--- config.mk ---
export PLATFORM = sky130hd
export DESIGN_NAME = dmem_port_arbiter_flat
export DESIGN_NICKNAME = d
export VERILOG_FILES = /design/src/rtl/dmem_port_arbiter_if.sv /design/src/rtl/dmem_port_arbiter.sv /design/src/flat_wrapper.sv
export SDC_FILE = /design/constraint.sdc
export NUM_CORES = 1
export LEC_CHECK = 0
export BUFFER_PORTS_ARGS = -buffer_cell sky130_fd_sc_hd__clkbuf_2
export CAP_MARGIN = 20
export CORE_MARGIN = 2
export CORE_UTILIZATION = 42
export DETAILED_ROUTE_END_ITERATION = 8
export PLACE_DENSITY_LB_ADDON = 0.12
export SYNTH_ARGS = -nofsm -noshare
export SYNTH_HDL_FRONTEND = slang
export SYNTH_SLANG_ARGS = --single-unit
--- constraint.sdc ---
create_clock -name clk -period 1.7 [get_ports clk]
set_input_delay 0.17 -clock clk [delete_from_list [all_inputs] [get_ports clk]]
set_output_delay 0.17 -clock clk [all_outputs]
set_load 0.005 [all_outputs]
--- src/rtl/dmem_port_arbiter_if.sv ---
// Bundle between the data-memory port arbiter and its requesters plus the Data_MEM port.
// The master modport is the requester/memory side; the slave modport is the arbiter.
interface dmem_port_arbiter_if #(
    parameter int unsigned Address_Width = 32,
    parameter int unsigned Word_Width    = 32
);
    logic                     req0_valid;
    logic                     req0_ready;
    logic                     req0_we;
    logic [Address_Width-1:0] req0_addr;
    logic [Word_Width-1:0]    req0_wdata;
    logic [2:0]               req0_funct3;
    logic                     rsp0_valid;
    logic [Word_Width-1:0]    rsp0_rdata;
    logic                     rsp0_err;

    logic                     req1_valid;
    logic                     req1_ready;
    logic                     req1_we;
    logic [Address_Width-1:0] req1_addr;
    logic [Word_Width-1:0]    req1_wdata;
    logic [2:0]               req1_funct3;
    logic                     rsp1_valid;
    logic [Word_Width-1:0]    rsp1_rdata;
    logic                     rsp1_err;

    logic                     mem_we;
    logic [Address_Width-1:0] mem_addr;
    logic [Word_Width-1:0]    mem_wdata;
    logic [2:0]               mem_funct3;
    logic [Word_Width-1:0]    mem_rdata;

    logic                     busy;

    modport slave (
        input  req0_valid, req0_we, req0_addr, req0_wdata, req0_funct3,
        input  req1_valid, req1_we, req1_addr, req1_wdata, req1_funct3,
        input  mem_rdata,
        output req0_ready, rsp0_valid, rsp0_rdata, rsp0_err,
        output req1_ready, rsp1_valid, rsp1_rdata, rsp1_err,
        output mem_we, mem_addr, mem_wdata, mem_funct3,
        output busy
    );

    modport master (
        output req0_valid, req0_we, req0_addr, req0_wdata, req0_funct3,
        output req1_valid, req1_we, req1_addr, req1_wdata, req1_funct3,
        output mem_rdata,
        input  req0_ready, rsp0_valid, rsp0_rdata, rsp0_err,
        input  req1_ready, rsp1_valid, rsp1_rdata, rsp1_err,
        input  mem_we, mem_addr, mem_wdata, mem_funct3,
        input  busy
    );
endinterface

--- src/rtl/dmem_port_arbiter.sv ---
// Two-port arbiter in front of the single Data_MEM port: port 0 has fixed priority,
// a starvation counter forces a port-1 grant, misaligned accesses are trapped.
module dmem_port_arbiter #(
    parameter int unsigned Address_Width = 32,
    parameter int unsigned Word_Width    = 32,
    parameter int unsigned STARVE_LIMIT  = 4
) (
    input  logic                 clk,
    input  logic                 rst,
    dmem_port_arbiter_if.slave   bus
);
    localparam int unsigned AW = Address_Width;
    localparam int unsigned WW = Word_Width;
    localparam int unsigned CW = $clog2(STARVE_LIMIT + 1);

    typedef enum logic [1:0] {IDLE, ACCESS, RESP} state_t;

    typedef struct packed {
        logic          port;
        logic          we;
        logic [AW-1:0] addr;
        logic [WW-1:0] wdata;
        logic [2:0]    funct3;
        logic          mis;
    } req_t;

    state_t        state;
    state_t        state_nx;
    logic [CW-1:0] starve_cnt;
    req_t          lat;

    logic          acc0_c;
    logic          acc1_c;
    logic          accept_c;
    logic          starved_c;
    logic          sel_we_c;
    logic [AW-1:0] sel_addr_c;
    logic [WW-1:0] sel_wdata_c;
    logic [2:0]    sel_funct3_c;
    logic          sel_mis_c;
    logic [WW-1:0] rdata_c;

    always_ff @(posedge clk or negedge rst) begin
        if (!rst) state <= IDLE;
        else      state <= state_nx;
    end

    // Next state and grant: port 0 wins unless port 1 has waited STARVE_LIMIT grants.
    always_comb begin
        state_nx  = state;
        acc0_c    = 1'b0;
        acc1_c    = 1'b0;
        starved_c = (starve_cnt == CW'(STARVE_LIMIT));
        case (state)
            IDLE, RESP: begin
                if (bus.req0_valid && (!bus.req1_valid || !starved_c)) acc0_c = 1'b1;
                else if (bus.req1_valid)                             acc1_c = 1'b1;
                state_nx = (acc0_c || acc1_c) ? ACCESS : IDLE;
            end
            ACCESS:  state_nx = RESP;
            default: state_nx = IDLE;
        endcase
    end

    assign bus.req0_ready = acc0_c;
    assign bus.req1_ready = acc1_c;
    assign accept_c       = acc0_c || acc1_c;

    assign sel_we_c     = acc1_c ? bus.req1_we     : bus.req0_we;
    assign sel_addr_c   = acc1_c ? bus.req1_addr   : bus.req0_addr;
    assign sel_wdata_c  = acc1_c ? bus.req1_wdata  : bus.req0_wdata;
    assign sel_funct3_c = acc1_c ? bus.req1_funct3 : bus.req0_funct3;
    assign sel_mis_c    = ((sel_funct3_c[1:0] == 2'b01) && sel_addr_c[0]) ||
                          ((sel_funct3_c == 3'b010) && (sel_addr_c[1:0] != 2'b00));

    // Stores and trapped accesses return zero data.
    assign rdata_c = (lat.we || lat.mis) ? '0 : bus.mem_rdata;

    assign bus.mem_addr   = lat.addr;
    assign bus.mem_wdata  = lat.wdata;
    assign bus.mem_funct3 = lat.funct3;

    always_ff @(posedge clk or negedge rst) begin
        if (!rst) begin
            lat            <= '0;
            starve_cnt     <= '0;
            bus.mem_we     <= 1'b0;
            bus.busy       <= 1'b0;
            bus.rsp0_valid <= 1'b0;
            bus.rsp0_rdata <= '0;
            bus.rsp0_err   <= 1'b0;
            bus.rsp1_valid <= 1'b0;
            bus.rsp1_rdata <= '0;
            bus.rsp1_err   <= 1'b0;
        end else begin
            bus.busy   <= (state_nx != IDLE);
            // Write enable is live only for the single ACCESS cycle after an accept.
            bus.mem_we <= accept_c && sel_we_c && !sel_mis_c;
            if (accept_c) begin
                lat <= '{port: acc1_c, we: sel_we_c, addr: sel_addr_c, wdata: sel_wdata_c,
                         funct3: sel_funct3_c, mis: sel_mis_c};
            end

            bus.rsp0_valid <= (state == ACCESS) && !lat.port;
            bus.rsp0_rdata <= ((state == ACCESS) && !lat.port) ? rdata_c : '0;
            bus.rsp0_err   <= (state == ACCESS) && !lat.port && lat.mis;
            bus.rsp1_valid <= (state == ACCESS) && lat.port;
            bus.rsp1_rdata <= ((state == ACCESS) && lat.port) ? rdata_c : '0;
            bus.rsp1_err   <= (state == ACCESS) && lat.port && lat.mis;

            if (acc1_c || !bus.req1_valid) begin
                starve_cnt <= '0;
            end else if (acc0_c && (starve_cnt != CW'(STARVE_LIMIT))) begin
                starve_cnt <= starve_cnt + CW'(1);
            end
        end
    end
endmodule

--- src/flat_wrapper.sv ---
// flat-port wrapper written by rule: the top's interface ports become plain ports
module dmem_port_arbiter_flat 
#(
    parameter int unsigned Address_Width = 32,
    parameter int unsigned Word_Width    = 32,
    parameter int unsigned STARVE_LIMIT  = 4
)
  (clk, rst, bus_req0_valid, bus_req0_we, bus_req0_addr, bus_req0_wdata, bus_req0_funct3, bus_req1_valid, bus_req1_we, bus_req1_addr, bus_req1_wdata, bus_req1_funct3, bus_mem_rdata, bus_req0_ready, bus_rsp0_valid, bus_rsp0_rdata, bus_rsp0_err, bus_req1_ready, bus_rsp1_valid, bus_rsp1_rdata, bus_rsp1_err, bus_mem_we, bus_mem_addr, bus_mem_wdata, bus_mem_funct3, bus_busy);
  dmem_port_arbiter_if #(.Address_Width(Address_Width), .Word_Width(Word_Width)) bus_i ();
  input  logic clk;
  input  logic rst;
  input wire logic [$bits(bus_i.req0_valid)-1:0] bus_req0_valid;
  input wire logic [$bits(bus_i.req0_we)-1:0] bus_req0_we;
  input wire logic [$bits(bus_i.req0_addr)-1:0] bus_req0_addr;
  input wire logic [$bits(bus_i.req0_wdata)-1:0] bus_req0_wdata;
  input wire logic [$bits(bus_i.req0_funct3)-1:0] bus_req0_funct3;
  input wire logic [$bits(bus_i.req1_valid)-1:0] bus_req1_valid;
  input wire logic [$bits(bus_i.req1_we)-1:0] bus_req1_we;
  input wire logic [$bits(bus_i.req1_addr)-1:0] bus_req1_addr;
  input wire logic [$bits(bus_i.req1_wdata)-1:0] bus_req1_wdata;
  input wire logic [$bits(bus_i.req1_funct3)-1:0] bus_req1_funct3;
  input wire logic [$bits(bus_i.mem_rdata)-1:0] bus_mem_rdata;
  output wire logic [$bits(bus_i.req0_ready)-1:0] bus_req0_ready;
  output wire logic [$bits(bus_i.rsp0_valid)-1:0] bus_rsp0_valid;
  output wire logic [$bits(bus_i.rsp0_rdata)-1:0] bus_rsp0_rdata;
  output wire logic [$bits(bus_i.rsp0_err)-1:0] bus_rsp0_err;
  output wire logic [$bits(bus_i.req1_ready)-1:0] bus_req1_ready;
  output wire logic [$bits(bus_i.rsp1_valid)-1:0] bus_rsp1_valid;
  output wire logic [$bits(bus_i.rsp1_rdata)-1:0] bus_rsp1_rdata;
  output wire logic [$bits(bus_i.rsp1_err)-1:0] bus_rsp1_err;
  output wire logic [$bits(bus_i.mem_we)-1:0] bus_mem_we;
  output wire logic [$bits(bus_i.mem_addr)-1:0] bus_mem_addr;
  output wire logic [$bits(bus_i.mem_wdata)-1:0] bus_mem_wdata;
  output wire logic [$bits(bus_i.mem_funct3)-1:0] bus_mem_funct3;
  output wire logic [$bits(bus_i.busy)-1:0] bus_busy;
  assign bus_i.req0_valid = bus_req0_valid;
  assign bus_i.req0_we = bus_req0_we;
  assign bus_i.req0_addr = bus_req0_addr;
  assign bus_i.req0_wdata = bus_req0_wdata;
  assign bus_i.req0_funct3 = bus_req0_funct3;
  assign bus_i.req1_valid = bus_req1_valid;
  assign bus_i.req1_we = bus_req1_we;
  assign bus_i.req1_addr = bus_req1_addr;
  assign bus_i.req1_wdata = bus_req1_wdata;
  assign bus_i.req1_funct3 = bus_req1_funct3;
  assign bus_i.mem_rdata = bus_mem_rdata;
  assign bus_req0_ready = bus_i.req0_ready;
  assign bus_rsp0_valid = bus_i.rsp0_valid;
  assign bus_rsp0_rdata = bus_i.rsp0_rdata;
  assign bus_rsp0_err = bus_i.rsp0_err;
  assign bus_req1_ready = bus_i.req1_ready;
  assign bus_rsp1_valid = bus_i.rsp1_valid;
  assign bus_rsp1_rdata = bus_i.rsp1_rdata;
  assign bus_rsp1_err = bus_i.rsp1_err;
  assign bus_mem_we = bus_i.mem_we;
  assign bus_mem_addr = bus_i.mem_addr;
  assign bus_mem_wdata = bus_i.mem_wdata;
  assign bus_mem_funct3 = bus_i.mem_funct3;
  assign bus_busy = bus_i.busy;
  dmem_port_arbiter #(.Address_Width(Address_Width), .Word_Width(Word_Width), .STARVE_LIMIT(STARVE_LIMIT)) u_core (.clk(clk), .rst(rst), .bus(bus_i));
endmodule
* After elaboration in Yosys (flattened, before gate mapping) *
Index checks and enable logic that the tools add are counted.

storage, ports and cells
  flip-flop bits (word level) = 145
  ROM bits = 0
  memories = 0
  output and inout bits = 139
  memory bits (writable) = 0
  input bits = 172
  bits in latches = 0

cells by class
  bitwise gates (word level) = 0
  div/mod/pow operators = 0
  equal/unequal tests = 6
  shift-type cells = 0
  reduce and logical (&&, ||, !) cells = 25
  $add $sub $neg = 1
  multiply operators = 0
  order comparisons = 0
  muxes and demuxes = 18

operators by type and width
  operator             number
  $mux 32              5
  $logic_and 1x1->1    10
  $mux 1               9
  $mux 3               3
  $logic_or 1x1->1     6
  $reduce_bool 2->1    3
  $eq 2x1->1 const B   2
  $logic_not 1->1      4
  $pmux 2 s2           1
  $add 3x1->3 const B  1
  $eq 3x2->1 const B   1
  $eq 3x3->1 const B   1
  $ne 3x3->1 const B   1
  $eq 2x2->1 const B   1
  $logic_not 2->1      1
  $reduce_or 2->1      1

* Logic depth before layout (Yosys ltp) *
Gate-level depths: netlist of the first run.

  word-level depth = 13
  depth in mapped cells = 8
  depth with buffers taken out = 6

* Worst setup path after synthesis of the first run *
No wires, ideal clock.

  kind = reg2reg
  start = reg u_core.starve_cnt[0]
  end = reg u_core.lat (netlist bit u_core.bus.mem_addr[10])
  cell stages (with the launch flop) = 9
  arrival = 1.480 ns
  path buffers = 2
  period minus slack after synthesis = 1.612 ns
  setup slack = 0.088 ns
  cell sequence = dfrtp_1 > inv_1 > ha_1 > a21boi_2 > nor3b_2 > buf_6 > buf_12 > mux2i_1 > o21ai_1

on the way
  cells in the longest elaborated chain, start to end = 8
  elaborated cells between the ends (all ways) = 12
  those cells by class = 1 x eq/ne; 7 x mux; 4 x reduce/logical

ends and longest elaborated chain
  element                                      RTL line                                          source
  start, declared                              dmem_port_arbiter.sv:29                           logic [CW-1:0] starve_cnt;
  start signal, assigned                       dmem_port_arbiter.sv:114                          starve_cnt <= starve_cnt + CW'(1);
  $eq 3x3->1 *                                 dmem_port_arbiter.sv:53                           starved_c = (starve_cnt == CW'(STARVE_LIMIT));
  $logic_not 1->1 *                            dmem_port_arbiter.sv:56                           if (bus.req0_valid && (!bus.req1_valid || !starved_c)) acc0_c = 1'b1;
  $logic_or 1x1->1 *                           dmem_port_arbiter.sv:56
  $logic_and 1x1->1 *                          dmem_port_arbiter.sv:56
  $mux 1                                       dmem_port_arbiter.sv:56
  $mux 1 (2 in series)                         dmem_port_arbiter.sv:54                           case (state)
  $mux 32 or $logic_or 1x1->1 (tied branches)  dmem_port_arbiter.sv:70, dmem_port_arbiter.sv:67
  end signal, assigned                         dmem_port_arbiter.sv:100                          lat <= '{port: acc1_c, we: sel_we_c, addr: sel_addr_c, wdata: sel_wdata_c,
  end, declared                                dmem_port_arbiter.sv:30                           req_t lat;

Every way passes the cells marked *; elsewhere a longest branch is shown, timed or not. The select of a mux whose other input is x is not followed.
A chain may end at the register's enable or synchronous reset.

* Final worst setup path of the first run *
  start = reg u_core.starve_cnt[0]
  end = out bus_req1_ready

on the way
  cells in the longest elaborated chain, start to end = 7

ends and longest elaborated chain
  element               RTL line                 source
  $eq 3x3->1            dmem_port_arbiter.sv:53
  $logic_not 1->1       dmem_port_arbiter.sv:56
  $logic_or 1x1->1      dmem_port_arbiter.sv:56
  $logic_and 1x1->1     dmem_port_arbiter.sv:56
  $mux 1                dmem_port_arbiter.sv:56
  $mux 1 (2 in series)  dmem_port_arbiter.sv:54
  end, declared         flat_wrapper.sv:27       output wire logic [$bits(bus_i.req1_ready)-1:0] bus_req1_ready;

No other way between the ends. The select of a mux whose other input is x is not followed.

==> results.yml, run 1 <==
timing:
  fmax_mhz: 540
  hold_viol_final: 0
  setup-violations-final: 55
  drv_slew: 0
  fin_skew_ps: 10.3
  min_period_ps: 1850
  fin_ws_ps: -151
  worst_slew_pin_slew_ps: 525
  period_share_pct: 109
  rsz0062_at_grt: "true"
  relSlewSlack_pct: 65.0
synthesis:
  synth_edf_count: 0
  synth_async_sr_flop_share_pct: 100
  avgSynthCellArea_um2: 11.3
  syn-cell-area_um2: 6350
  ys_ff_latch: 145
  ys_seq_area_share_pct: 57.1
  netlist_instances: 560
  syn-num-nets: 734
  synth.distinct_cells: 35
  yosysWarnings: 0
  ys.flop_type: "dfrtp_1"
final_layout:
  layout_common_cells: "clkbuf_2, dfrtp_1, nand2_1"
  nets: 1024
  multi_input_area_um2: 2050
  fillers: 1231
  final_common_cell: "clkbuf_2"
  final_cells: 1046
  ff_latch_area_um2: 3630
  fin_area_um2: 8860
  drive_above_1_share_pct: 45.3
  syn2layout_area_growth_pct: 39.5
place:
  place_inst: 967
  gp_congestion: 0.757
  io_buffers: 310
  pre_cts_ws_ps: -98.4
  placed_area_um2: 7590
  hpwl_mm: 11.8
routing:
  drtIter0Drc: 247
  dr.pass1.iters: 5
  ant_nets: 0
  drc: 0
  num_vias: 5002
  totalWireLength_mm: 17.6
  viasPerCell: 4.78
  drt-wirelength-per-cell_um: 16.9
global_route:
  gr-total-overflow: 0
  grt_antenna_before_repair: 0
  grt_pass1_vias: 5221
  grt.total_usage_pct: 21.7
  grt_first_pass_wirelength_mm: 27.0
  grt_max_degree: 65
setup_path:
  r2r-end: "u_core.bus.mem_addr[4]"
  critPathArrivalTime_ps: 1680
  r2r_slack_ps: -60
  r2r_start: "u_core.starve_cnt[0]"
  slowest_delay_ps: 380
  crit_chain: "inv_2, ha_4, a21boi_4, nor3b_4, buf_6, buf_12, buf_6"
  critical_path_class: "reg2out"
  reg2regPathDepth: 9
  critPathCaptureType: "output pin"
  cpMostUsedCell: "buf_6"
  worstSetupStartpointType: "register"
  worst_ep_required_time_ps: 1530
  crit_slowest_cell: "dfrtp_1"
  worstPathMaxFanout: 3
floorplanning:
  die_h_um: 127
  fp.dieW_um: 127
  die-area_um2: 16100
  coreArea_um2: 14600
  start_util_pct: 43.4
  ios: 311
  rows: 44
worst_hold_path:
  hp-start: "bus_req1_wdata[17]"
  holdPathEnd: "u_core.bus.mem_wdata[17]"
  min_path_type: "in2reg"
  min_path_cells: 3
clock_network:
  clkTransAtPathRegs_ps: 60
  insertion_delay_ps: 410
  cts_tree: "yes"
  cts-buffers-inserted: 17
  htreeDepth: 4
  cts-root-buf: "clkbuf_16"
  clk_path_buf_depth: 2
  clkSinkCount: 145
power:
  powerDensity_nw_per_um2: 1090
  vdd.ir_drop.worst_v: 0.000705
  p_leak_nw: 4.81
run_status:
  outcome: "finished with violations"
  violations: "setup timing"
job:
  cap_violations: 0
==> critical path, delay by kind of cell (launching register included) <==
kind	cells	cell delay [ps]
AOI/OAI and AO/OA	1	60
adders and majority gates	1	150
buffers and inverters	4	430
DFF	1	380
and+or+nand+nor	1	230
==> timing repair <==
item,4_1_cts,5_1_grt
pin swaps,4,6
setup endpoints to repair,70,72
buffers inserted,8,2
hold buffers,34,0
gates cloned,4,2
endpoints found under the hold margin,110,0
gates resized for setup,16,17
==> state kept, by name (all words and copies together), names as in the netlist <==
name	cells
u_core.bus.busy	1
u_core.bus.mem_addr	32
u_core.bus.mem_funct3	3
u_core.bus.mem_wdata	32
u_core.bus.mem_we	1
u_core.bus.rsp0_err	1
u_core.bus.rsp0_rdata	32
u_core.bus.rsp0_valid	1
u_core.bus.rsp1_err	1
u_core.bus.rsp1_rdata	32
u_core.bus.rsp1_valid	1
u_core.lat	3
u_core.starve_cnt	3
u_core.state	2
==> metal layers <==
metal	track usage (%)	routed length [µm]
met1	25.9	7060
met2	38.0	9110
met3	5.48	1140
met4	8.21	325
met5	0	0
==> logic make-up (layout without fill, tap and decap cells) <==
logic type	Yosys count	in the layout	share of synthesized area [%]
multiplexers	68	68	10.7
adder cells (fa/ha/maj)	2	2	0.394
buffers and inverters	108	408	12.3
AND/OR/NAND/NOR	159	160	12.9
other	0	1	0
flip-flops	145	145	57.1
AO/OA/AOI/OAI	78	78	6.50
==> metrics by stage <==
stage                     hold slack, ps  TNS, ps  power [mW]  utilization [%]
after floorplan                     -126        0        5.30                -
after global placement               151     -649        5.80             51.9
after detailed placement             162    -3060        5.86             51.9
after CTS                           10.1    -2390        9.72             59.9
after global routing                30.6    -7620        10.2             60.5
final                               23.2    -1650        9.66             60.5
==> how the worst max path moves through the flow <==
stage / start / endpoint / depth (start not counted)
2_1_floorplan: u_core.starve_cnt[0] / u_core.bus.mem_addr[10] / 8
3_3_place_gp: u_core.starve_cnt[0] / u_core.bus.mem_addr[15] / 7
3_5_place_dp: u_core.starve_cnt[1] / u_core.bus.mem_addr[16] / 7
4_1_cts: u_core.starve_cnt[1] / bus_req1_ready / 7
5_1_grt: u_core.starve_cnt[0] / bus_req1_ready / 7
6_report: u_core.starve_cnt[0] / bus_req1_ready / 7
==> power breakdown <==
part,internal (mW),switching [mW]
logic,0.919,0.981
registers,3.87,0.214
clock network,2.23,1.44
==> layout make-up <==
class	instances	area share, %
sequential	145	41.0
timing repair buffer	373	26.5
multi-input combinational	308	23.1
clock buffer	19	5.11
tap	184	2.60
clock inverter	11	1.47
inverter	5	0.212
antenna	1	0.0283
==> Yosys cell counts, types with 2 or more instances <==
| library cell | n | area (µm²) |
|---|---|---|
| nor4bb_1 | 2 | 20.0 |
| dfrtp_1 | 145 | 3630 |
| buf_2 | 16 | 80.1 |
| inv_2 | 2 | 7.51 |
| and3_1 | 65 | 407 |
| clkbuf_1 | 12 | 45.0 |
| nor2b_1 | 2 | 12.5 |
| and2_1 | 3 | 18.8 |
| inv_1 | 3 | 11.3 |
| buf_12 | 5 | 100 |
| o21ai_1 | 68 | 340 |
| nor3_1 | 2 | 10.0 |
| nand2_1 | 72 | 270 |
| mux2i_1 | 68 | 681 |
| buf_4 | 68 | 510 |
| nor2_1 | 5 | 18.8 |
| o21ai_0 | 2 | 10.0 |
| a21oi_1 | 2 | 10.0 |
| ha_1 | 2 | 25.0 |
Note: power is estimated with default switching activity, not from simulation.
==> run 2: changes to the inputs <==
--- a/config.mk
+++ b/config.mk
@@ -11,6 +11,8 @@
 export CORE_UTILIZATION = 42
 export DETAILED_ROUTE_END_ITERATION = 8
 export PLACE_DENSITY_LB_ADDON = 0.12
+export RECOVER_POWER = 50
+export SKIP_CTS_REPAIR_TIMING = 1
 export SYNTH_ARGS = -nofsm -noshare
 export SYNTH_HDL_FRONTEND = slang
 export SYNTH_SLANG_ARGS = --single-unit
==> run 2 against run 1 <==
Net effect:
- the flow finishes with violations (hold timing, setup timing)
- maximum frequency fell by 3.8%
- sequential cell count did not move
- design area fell by 3.9%
- largest cell class unchanged
- first-iteration DRC count fell by 6.1%
- register-to-register slack got worse by 110 ps
- total power fell by 1.0%
==> results.yml, run 2 (synthesis gave the netlist of run 1 again) <==
routing:
  num_vias: 4881
  viasPerCell: 4.79
  drtIter0Drc: 232
  drc: 0
  drt-wirelength-per-cell_um: 16.6
  dr.pass1.iters: 4
  ant_nets: 0
  totalWireLength_mm: 16.9
setup_path:
  crit_chain: "inv_1, ha_2, a21boi_4, nor3b_4, buf_6, nor2_4, buf_6"
  r2r-end: "u_core.bus.mem_addr[25]"
  worst_ep_required_time_ps: 1530
  worstSetupStartpointType: "register"
  cpMostUsedCell: "buf_6"
  r2r_slack_ps: -170
  cp-startpoint: "u_core.starve_cnt[1]"
  worstPathMaxFanout: 4
  critical_path_class: "reg2out"
  critPathArrivalTime_ps: 1750
  slowest_delay_ps: 370
  critPathCaptureType: "output pin"
  r2r_start: "u_core.starve_cnt[1]"
  crit_slowest_cell: "dfrtp_1"
  reg2regPathDepth: 8
clock_network:
  clk_path_buf_depth: 2
  clkSinkCount: 145
  clkTransAtPathRegs_ps: 60
  cts-root-buf: "clkbuf_16"
  cts_tree: "yes"
  htreeDepth: 4
  cts-buffers-inserted: 17
  insertion_delay_ps: 410
place:
  pre_cts_ws_ps: -98.4
  gp_congestion: 0.757
  io_buffers: 310
  hpwl_mm: 11.8
global_route:
  use_met3_pct: 5.36
  grt_pass1_vias: 4942
  gr-total-overflow: 0
  grtUsageMet2_pct: 35.3
  grt_max_degree: 65
  busiest_layer: "met2"
  grt.total_usage_pct: 20.1
  grt_antenna_before_repair: 0
  grt_first_pass_wirelength_mm: 25.2
  use_met1_pct: 23.5
floorplanning:
  start_util_pct: 43.4
  die_h_um: 127
  die-area_um2: 16100
  fp.dieW_um: 127
  rows: 44
  coreArea_um2: 14600
  ios: 311
worst_hold_path:
  min_path_cells: 2
  holdPathEnd: "u_core.bus.rsp0_rdata[18]"
  min_path_type: "in2reg"
  hp-start: "bus_mem_rdata[18]"
final_layout:
  syn2layout_area_growth_pct: 34.1
  drive_above_1_share_pct: 44.0
  nets: 997
  post-route-util_pct: 58.2
  final_common_cell: "clkbuf_2"
  layout_common_cells: "clkbuf_2, dfrtp_1, nand2_1"
timing:
  fin_ws_ps: -225
  fmax_mhz: 519
  min_period_ps: 1920
  setup-violations-final: 69
  relSlewSlack_pct: 17.0
  hold_viol_final: 7
  timing.hold.ws_ps: -3.24
  worst_slew_pin_slew_ps: 1250
  fin_skew_ps: 7.73
  period_share_pct: 113
  rsz0062_at_grt: "true"
  drv_slew: 0
power:
  p_leak_nw: 4.63
  vdd.ir_drop.worst_v: 0.000603
  powerDensity_nw_per_um2: 1120
run_status:
  violations: "hold timing, setup timing"
  outcome: "finished with violations"
job:
  cap_violations: 0
==> run 2: worst max-delay path by stage <==
stage / end / cells after the start
3_5_place_dp: u_core.bus.mem_addr[16] / 7
2_1_floorplan: u_core.bus.mem_addr[10] / 8
3_3_place_gp: u_core.bus.mem_addr[15] / 7
4_1_cts: bus_req0_ready / 7
5_1_grt: bus_req0_ready / 7
6_report: bus_req0_ready / 7
==> run 2: where the power goes <==
group	switching (mW)	internal, mW	total [mW]
sequential	0.212	3.87	4.08
combinational	0.941	0.849	1.79
clock	1.45	2.23	3.69
total	2.61	6.95	9.56
==> run 2: layout make-up <==
| cell class | count | area [µm²] |
|---|---|---|
| Clock buffer | 19 | 453 |
| Fill cell | 1270 | 6130 |
| Tap cell | 184 | 230 |
| Inverter | 5 | 18.8 |
| Antenna cell | 1 | 2.50 |
| Clock inverter | 11 | 130 |
| Sequential cell | 145 | 3630 |
| Multi-Input combinational cell | 307 | 2020 |
| Timing Repair Buffer | 347 | 2030 |
==> run 2: per-stage QoR <==
step	hold WS, ps	power [mW]	setup TNS (ps)	instance area [µm²]	instances
CTS	-287	9.56	-5070	8180	997
global route	-1.92	10.0	-14690	8510	1018
finish	-3.24	9.56	-7960	8520	1019
detailed placement	162	5.86	-3060	7590	967
global placement	151	5.80	-649	7590	967
floorplan	-126	5.30	0	6350	560
==> run 2: worst max-delay path, delay by kind of cell, from the launching register on <==
kind	cells	cell delay, ps
DFF	1	370
buffers and inverters	3	360
and+or+nand+nor	2	350
adders and majority gates	1	200
AOI/OAI and AO/OA	1	70
==> run 2: layer usage <==
| metal | part of all wire [%] | up-vias |
|---|---|---|
| li1 | - | 2362 |
| met1 | 39 | 2307 |
| met2 | 52 | 185 |
| met3 | 6.7 | 27 |
| met4 | 2.0 | 0 |
| met5 | 0 | - |
